`config.mk`:
```
export PLATFORM = sky130hd
export DESIGN_NAME = cla_nibble_serial_adder
export DESIGN_NICKNAME = d
export VERILOG_FILES = /design/src/rtl/cla_nibble_serial_adder_pkg.sv /design/src/rtl/cla_nibble_serial_adder_cla4_slice.sv /design/src/rtl/cla_nibble_serial_adder.sv
export SDC_FILE = /design/constraint.sdc
export NUM_CORES = 1
export LEC_CHECK = 0
export ABC_AREA = 1
export CAP_MARGIN = 20
export CORE_MARGIN = 2
export CORE_UTILIZATION = 55
export DETAILED_ROUTE_END_ITERATION = 10
export GPL_ROUTABILITY_DRIVEN = 0
export PLACE_DENSITY = 0.82
export SYNTH_ARGS = -nofsm -noshare
export SYNTH_HDL_FRONTEND = slang
export SYNTH_SLANG_ARGS = --single-unit
```
`constraint.sdc`:
```
create_clock -name clk -period 4.8 [get_ports clk]
set_input_delay 0.72 -clock clk [delete_from_list [all_inputs] [get_ports clk]]
set_output_delay 0.72 -clock clk [all_outputs]
set_load 0.05 [all_outputs]
```
`src/rtl/cla_nibble_serial_adder_pkg.sv`:
```
// Shared definitions for the nibble-serial carry-look-ahead adder.
//   state_t   : controller states (IDLE, RUN, DONE)
//   NIB_W     : width of the shared adder slice in bits
//   calc_nib  : number of slice passes needed for a given operand width
package cla_pkg;

  localparam int unsigned NIB_W = 4;

  typedef enum logic [1:0] {
    IDLE,
    RUN,
    DONE
  } state_t;

  function automatic int unsigned calc_nib(input int unsigned width);
    return width / NIB_W;
  endfunction

endpackage

```
`src/rtl/cla_nibble_serial_adder_cla4_slice.sv`:
```
// 4-bit carry-look-ahead adder slice, purely combinational.
// Ports:
//   i_a, i_b : nibble operands
//   i_c      : carry into bit 0
//   o_s      : nibble sum
//   o_c3     : carry into bit 3 (used for signed overflow on the top nibble)
//   o_co     : carry out of bit 3
module cla4_slice
  import cla_pkg::*;
(
  input  logic [NIB_W-1:0] i_a,
  input  logic [NIB_W-1:0] i_b,
  input  logic             i_c,
  output logic [NIB_W-1:0] o_s,
  output logic             o_c3,
  output logic             o_co
);

  logic [NIB_W-1:0] w_p;
  logic [NIB_W-1:0] w_g;
  logic             w_c1;
  logic             w_c2;
  logic             w_c3;

  assign w_p = i_a ^ i_b;
  assign w_g = i_a & i_b;

  // Every carry is a flat sum of products of generate/propagate terms, so no
  // carry ripples through a previous one.
  assign w_c1 = w_g[0] | (w_p[0] & i_c);
  assign w_c2 = w_g[1] | (w_p[1] & w_g[0]) | (w_p[1] & w_p[0] & i_c);
  assign w_c3 = w_g[2] | (w_p[2] & w_g[1]) | (w_p[2] & w_p[1] & w_g[0])
              | (w_p[2] & w_p[1] & w_p[0] & i_c);
  assign o_co = w_g[3] | (w_p[3] & w_g[2]) | (w_p[3] & w_p[2] & w_g[1])
              | (w_p[3] & w_p[2] & w_p[1] & w_g[0])
              | (w_p[3] & w_p[2] & w_p[1] & w_p[0] & i_c);

  assign o_s  = w_p ^ {w_c3, w_c2, w_c1, i_c};
  assign o_c3 = w_c3;

endmodule

```
`src/rtl/cla_nibble_serial_adder.sv`:
```
// Multi-cycle WIDTH-bit adder that reuses one 4-bit CLA slice per nibble,
// least-significant nibble first, with the inter-nibble carry held in a register.
// Ports:
//   clk, rst_n          : rising-edge clock, asynchronous active-low reset
//   in_valid / in_ready : operand handshake (a, b, cin sampled on accept)
//   out_valid/out_ready : result handshake (sum, cout, ovf held while waiting)
//   sum                 : (a + b + cin) mod 2^WIDTH
//   cout                : carry out of bit WIDTH-1
//   ovf                 : signed overflow
//   busy                : high while nibbles are being processed
module cla_nibble_serial_adder
  import cla_pkg::*;
#(
  parameter int unsigned WIDTH = 16
) (
  input  logic             clk,
  input  logic             rst_n,
  input  logic             in_valid,
  output logic             in_ready,
  input  logic [WIDTH-1:0] a,
  input  logic [WIDTH-1:0] b,
  input  logic             cin,
  output logic             out_valid,
  input  logic             out_ready,
  output logic [WIDTH-1:0] sum,
  output logic             cout,
  output logic             ovf,
  output logic             busy
);

  localparam int unsigned NIB   = calc_nib(WIDTH);
  localparam int unsigned IDX_W = (NIB > 1) ? $clog2(NIB) : 1;
  localparam logic [IDX_W-1:0] LAST_IDX = IDX_W'(NIB - 1);

  if ((WIDTH % NIB_W) != 0 || WIDTH < NIB_W) begin : g_bad_width
    $error("cla_nibble_serial_adder: WIDTH must be a multiple of 4 and at least 4");
  end

  state_t           r_state;
  state_t           w_next;
  logic [WIDTH-1:0] r_a;
  logic [WIDTH-1:0] r_b;
  logic [WIDTH-1:0] r_sum;
  logic             r_carry;
  logic             r_cout;
  logic             r_ovf;
  logic [IDX_W-1:0] r_idx;

  logic             w_load;
  logic             w_step;
  logic             w_last;
  logic [NIB_W-1:0] w_a_nib;
  logic [NIB_W-1:0] w_b_nib;
  logic [NIB_W-1:0] w_s;
  logic             w_c3;
  logic             w_co;

  assign w_last  = (r_idx == LAST_IDX);
  assign w_a_nib = r_a[{r_idx, 2'b00} +: NIB_W];
  assign w_b_nib = r_b[{r_idx, 2'b00} +: NIB_W];

  cla4_slice u_slice (
    .i_a  (w_a_nib),
    .i_b  (w_b_nib),
    .i_c  (r_carry),
    .o_s  (w_s),
    .o_c3 (w_c3),
    .o_co (w_co)
  );

  always_ff @(posedge clk or negedge rst_n) begin
    if (!rst_n) begin
      r_state <= IDLE;
    end else begin
      r_state <= w_next;
    end
  end

  // In DONE, a new pair can be taken on the very edge the current result
  // retires, so in_ready follows out_ready there.
  always_comb begin
    w_next   = r_state;
    in_ready = 1'b0;
    w_load   = 1'b0;
    w_step   = 1'b0;
    case (r_state)
      IDLE: begin
        in_ready = 1'b1;
        if (in_valid) begin
          w_load = 1'b1;
          w_next = RUN;
        end
      end
      RUN: begin
        w_step = 1'b1;
        if (w_last) begin
          w_next = DONE;
        end
      end
      DONE: begin
        in_ready = out_ready;
        if (out_ready) begin
          if (in_valid) begin
            w_load = 1'b1;
            w_next = RUN;
          end else begin
            w_next = IDLE;
          end
        end
      end
      default: begin
        w_next = IDLE;
      end
    endcase
  end

  always_ff @(posedge clk or negedge rst_n) begin
    if (!rst_n) begin
      r_a     <= '0;
      r_b     <= '0;
      r_sum   <= '0;
      r_carry <= 1'b0;
      r_cout  <= 1'b0;
      r_ovf   <= 1'b0;
      r_idx   <= '0;
    end else if (w_load) begin
      r_a     <= a;
      r_b     <= b;
      r_carry <= cin;
      r_sum   <= '0;
      r_idx   <= '0;
    end else if (w_step) begin
      r_sum[{r_idx, 2'b00} +: NIB_W] <= w_s;
      r_carry <= w_co;
      // Wrap explicitly so a non-power-of-two nibble count never walks
      // past the last nibble.
      r_idx   <= w_last ? '0 : r_idx + 1'b1;
      if (w_last) begin
        r_cout <= w_co;
        r_ovf  <= w_c3 ^ w_co;
      end
    end
  end

  assign sum       = r_sum;
  assign cout      = r_cout;
  assign ovf       = r_ovf;
  assign out_valid = (r_state == DONE);
  assign busy      = (r_state == RUN);

endmodule

```
After elaboration in Yosys (flattened, before gate mapping)
Index checks and enable logic that the tools add are counted.

storage, ports and cells
  register bits = 55
  word-level logic and storage cells = 73

cells by class
  add/subtract/negate cells = 2
  equality and inequality tests = 6
  shift-type cells = 4
  muxes and demuxes = 18
  bitwise logic cells = 31
  reductions and logical operators = 4

operators with widths
  operator                  count
  $mux W16                  2
  $shiftx A16 B5 Y4         2
  $and A1 B1 Y1             16
  $bwmux W16                1
  $shift A4 B6 Y16 const A  1
  $shiftx A4 B6 Y16         1
  $mux W2                   6
  $or A1 B1 Y1              10
  $xor A4 B4 Y4             2
  $mux W1                   6
  $neg A4 Y6                1
  $pmux W2 S3               1
  $reduce_and A3 Y1         2
  $and A4 B4 Y4             1
  $eq A2 B2 Y1 const B      2
  $ne A2 B1 Y1 const B      2
  $pmux W1 S2               2
  $add A2 B1 Y2 const B     1
  $eq A2 B1 Y1 const B      1
  $logic_not A2 Y1          1
  $ne A2 B2 Y1 const B      1
  $reduce_bool A2 Y1        1
  $not A1 Y1                1
  $xor A1 B1 Y1             1

Logic depth before layout (Yosys ltp)
  depth in word-level cells = 11
  depth in mapped cells = 14

By module
From an unflattened synthesis, not the netlist that was laid out.

unflattened totals
  cells, all modules = 365
  area total of the unflattened synthesis = 2851.5 sq um

modules (own cells, without submodules)
  module                   times used  cells each  area each (sq um)
  cla_nibble_serial_adder  1           334         2657.5
  cla4_slice               1           31          193.9

Worst setup path before layout
OpenSTA, ideal clock, no wires.

  kind = input to output
  start = in out_ready
  end = out in_ready
  arrival time = 1523 ps
  required time = 4080 ps
  path slack = 2557 ps
  stages on the path = 2
  path buffers = 0
  cells stage by stage = inv_1 a21oi_1

between the ends
  word-level cells in the longest chain between the ends = 1

ends and longest elaborated chain
  what         RTL line                       text
  from (decl)  cla_nibble_serial_adder.sv:24  input logic out_ready,
  $pmux W1 S2  cla_nibble_serial_adder.sv:86  case (r_state)
  to (decl)    cla_nibble_serial_adder.sv:19  output logic in_ready,

No other way between the ends.

Worst setup path after layout
  start = reg r_idx[0]
  end = reg r_sum[5], in the netlist sum[5]

between the ends
  word-level cells in the longest chain between the ends = 11

ends and longest elaborated chain
  what                                            RTL line                                                                            text
  from (decl)                                     cla_nibble_serial_adder.sv:47                                                       logic [IDX_W-1:0] r_idx;
  from (signal assigned)                          cla_nibble_serial_adder.sv:137                                                      r_idx <= w_last ? '0 : r_idx + 1'b1;
  $shiftx A16 B5 Y4 (on tied branches)            cla_nibble_serial_adder.sv:59, cla_nibble_serial_adder.sv:60
  $xor A4 B4 Y4 or $and A4 B4 Y4 (tied branches)  cla_nibble_serial_adder_cla4_slice.sv:25, cla_nibble_serial_adder_cla4_slice.sv:26
  $and A1 B1 Y1 (on tied branches)                cla_nibble_serial_adder_cla4_slice.sv:32, cla_nibble_serial_adder_cla4_slice.sv:33
  $or A1 B1 Y1 (tied with other cells)            cla_nibble_serial_adder_cla4_slice.sv:32                                            assign w_c3 = w_g[2] | (w_p[2] & w_g[1]) | (w_p[2] & w_p[1] & w_g[0])
  $or A1 B1 Y1 or $and A1 B1 Y1 (tied branches)   cla_nibble_serial_adder_cla4_slice.sv:32, cla_nibble_serial_adder_cla4_slice.sv:33
  $or A1 B1 Y1                                    cla_nibble_serial_adder_cla4_slice.sv:33                                            | (w_p[2] & w_p[1] & w_p[0] & i_c);
  $xor A4 B4 Y4                                   cla_nibble_serial_adder_cla4_slice.sv:38                                            assign o_s = w_p ^ {w_c3, w_c2, w_c1, i_c};
  $shiftx A4 B6 Y16                               cla_nibble_serial_adder.sv:133                                                      r_sum[{r_idx, 2'b00} +: NIB_W] <= w_s;
  $bwmux W16 (*)                                  cla_nibble_serial_adder.sv:133
  $mux W16 (*)                                    cla_nibble_serial_adder.sv:132                                                      end else if (w_step) begin
  $mux W16 (*)                                    cla_nibble_serial_adder.sv:126                                                      end else if (w_load) begin
  to (signal, indexed assignment)                 cla_nibble_serial_adder.sv:133
  to (decl)                                       cla_nibble_serial_adder.sv:43                                                       logic [WIDTH-1:0] r_sum;

Mark *: on every way between the ends. The rest lies on a longest branch, timed or not. The select of a mux whose other input is x is not followed.
A chain may end at the register's enable or synchronous reset.

==> flow_summary.yaml <==
yosys:
  synth-seq-cells: 55
  synth-seq-area-share: 0.5051
  ys_warn_count: 0
  synth.top_cell.area_share: 0.5051
  synth.area.top_cells: "dfrtp_1 51%, nand2_1 19%, ha_1 5.1%, o21ai_0 4.8%, nor2_1 3.6%"
  synth_area_mm2: 0.002725
  ys_top_cells_by_count: "141 x nand2_1, 55 x dfrtp_1, 26 x nor2_1, 26 x o21ai_0, 15 x inv_1"
  synth_edf_count: 0
  synth.most_common_cell: "nand2_1"
  synth.distinct_cells: 28
  syn_inst: 341
  yosys.area.top_type: "dfrtp_1"
  synth_nets: 390
  avgSynthCellArea_um2: 7.992
  synthArstFlopShare: 1.000
  ys.flop_type: "dfrtp_1"
cells_and_area:
  layout.nets: 443
  antenna_cells: 0
  drive_gt1_frac: 0.06076
  fillers: 394
  fin_cells: 462
  final_area_mm2: 0.003422
  area_growth_pct: 25.57
  fin_util: 0.7197
power:
  seq_power_share: 0.316
  finalPower_mw: 2.565
  p_sw_mw: 1.270
  internal_power_mw: 1.295
  powerDensity_mw_per_mm2: 749.5
  leakagePower_nw: 1.709
  combPwrFrac: 0.577
  clkPwrFrac: 0.107
  peakVddDrop_v: 0.0003072
  sw_frac_of_total: 0.4950
place:
  io_buffers: 57
  placedCellCount: 454
  dpl.hpwl_um: 4237
  placed_cell_area_mm2: 0.003322
floorplan:
  design.core.area_mm2: 0.004755
  pin_count: 58
  dieWidth_um: 74.39
  initial_core_util: 0.5732
  rows: 25
  die_h_um: 74.39
  design.die.area_mm2: 0.005534
clock_tree:
  post_cts_resized: 0
  clock_sinks: 55
  cts_max_level: 2
  clock_path_buffers: 2
  cts_buffers: 5
  cts_tree: "built"
  post-cts-setup-buffer-count: 0
  postCtsHoldBufs: 0
  cts-root-buf: "clkbuf_8"
  insertion_delay_ns: 0.30
  path_clk_slew_ns: 0.10
timing:
  fin_worst_skew_ns: 0.008842
  slew_viol_final: 0
  min_period_over_period: 0.6228
  min_period_ns: 2.990
  finalSetupViolCount: 0
  rsz0062_at_grt: "no"
  tns_ns: 0
  finalHoldViolCount: 0
  fmax_ghz: 0.3345
  slew-limit-headroom: 0.5352
  tightest_slew_ns: 0.6972
detailed_routing:
  drc: 0
  vias: 2363
  via_per_inst: 5.115
  drt_pass1_iterations: 4
  ant_nets: 0
  avgRoutedWirePerCell_um: 12.63
  drtIter0Drc: 169
  wl_um: 5835
setup_path:
  cp_max_fo: 24
  critPathKind: "register to register"
  cp.arrival_ns: 3.24
  crit_path_end_kind: "register"
  cp-start-kind: "register"
  required_ns: 5.05
global_routing:
  first_global_vias: 2271
  grt_max_degree: 56
  grt_overflow: 0
  grt_usage: 0.2349
  grt_antenna_before_repair: 0
  grt_pass1_wl_um: 10080
flow_run:
  cap_violations: 0
outcome:
  status: "completed"
worst_hold_path:
  hp-class: "register to register"
[routing by layer]
metal  vias to the layer above  global-route usage  share of wire
met5                         -                   0              0
li1                       1189                   -              -
met1                      1095              0.2934           0.44
met2                        70              0.4248           0.51
met3                         9             0.04065          0.043
met4                         0             0.05556          0.014
[worst paths after layout]
check | slack, ns | cells past startpoint | startpoint | end
max | 1.81 | 9 | r_idx[0] | sum[5]
max in group asynchronous | 3.83 | 2 | rst_n | r_a[4]
min reg2reg | 0.48 | 2 | r_a[7] | r_a[7]
min in group asynchronous | 0.54 | 2 | rst_n | sum[9]
max reg2reg | 1.81 | 9 | r_idx[0] | sum[5]
min | 0.48 | 2 | r_a[7] | r_a[7]
[worst max-delay path, stage by stage, from the launching register on]
cell	delay (ns)
dfrtp_1	0.80
inv_1	0.52
o21ai_0	0.28
o22ai_1	0.17
fa_1	0.45
xnor2_1	0.16
or2_0	0.24
nor2_1	0.15
nand3_1	0.10
nand2_1	0.08
[cells in the final DEF, fill, tap and decap left out, types with 3 or more instances in the layout]
cell,synthesis,final
nand3_1,14,14
nand2_1,141,141
inv_2,6,6
ha_1,11,11
inv_1,15,15
nor2_2,4,4
dfrtp_1,55,55
nor2_1,26,26
nand2_2,3,3
o21ai_1,5,5
clkdlybuf4s50_1,0,56
o21ai_0,26,26
clkbuf_8,0,7
o22ai_1,8,8
[area by class of cell]
| class | count | area [um2] | share of cell area |
|---|---|---|---|
| sequential | 55 | 1376 | 0.4022 |
| multi-input combinational | 253 | 1210 | 0.3536 |
| timing repair buffer | 58 | 573.1 | 0.1675 |
| clock buffer | 8 | 100.1 | 0.02925 |
| tap | 67 | 83.83 | 0.02450 |
| inverter | 21 | 78.83 | 0.02303 |
[state kept, by name, indices dropped and copies added, names as in the netlist]
signal and cells:
cout 1, r_idx 2, ovf 1, r_a 16, r_carry 1, r_b 16, sum 16, r_state 2
[logic make-up after synthesis]
| logic type | share of synthesized area |
|---|---|
| buf+inv | 0.05096 |
| fa+ha+maj | 0.05785 |
| compound gates | 0.08770 |
| flops | 0.5051 |
| simple gates | 0.2888 |
| xor+xnor | 0.009644 |
[metrics by stage]
stage,hold WS [ns],worst slack [ns]
global route,0.5044,1.563
CTS,0.4872,1.863
floorplan,0.4244,2.557
global placement,0.4613,1.936
finish,0.4795,1.810
detailed placement,0.4652,1.901
[power by group through the flow]
stage / clock, mW / sequential [mW] / combinational (mW)
after global placement: 0 / 0.810 / 1.41
after CTS: 0.277 / 0.809 / 1.48
after detailed placement: 0 / 0.816 / 1.47
after global routing: 0.291 / 0.832 / 1.66
final: 0.273 / 0.811 / 1.48
after floorplan: 0 / 0.897 / 0.979
Power figures use the tool's default switching activity.
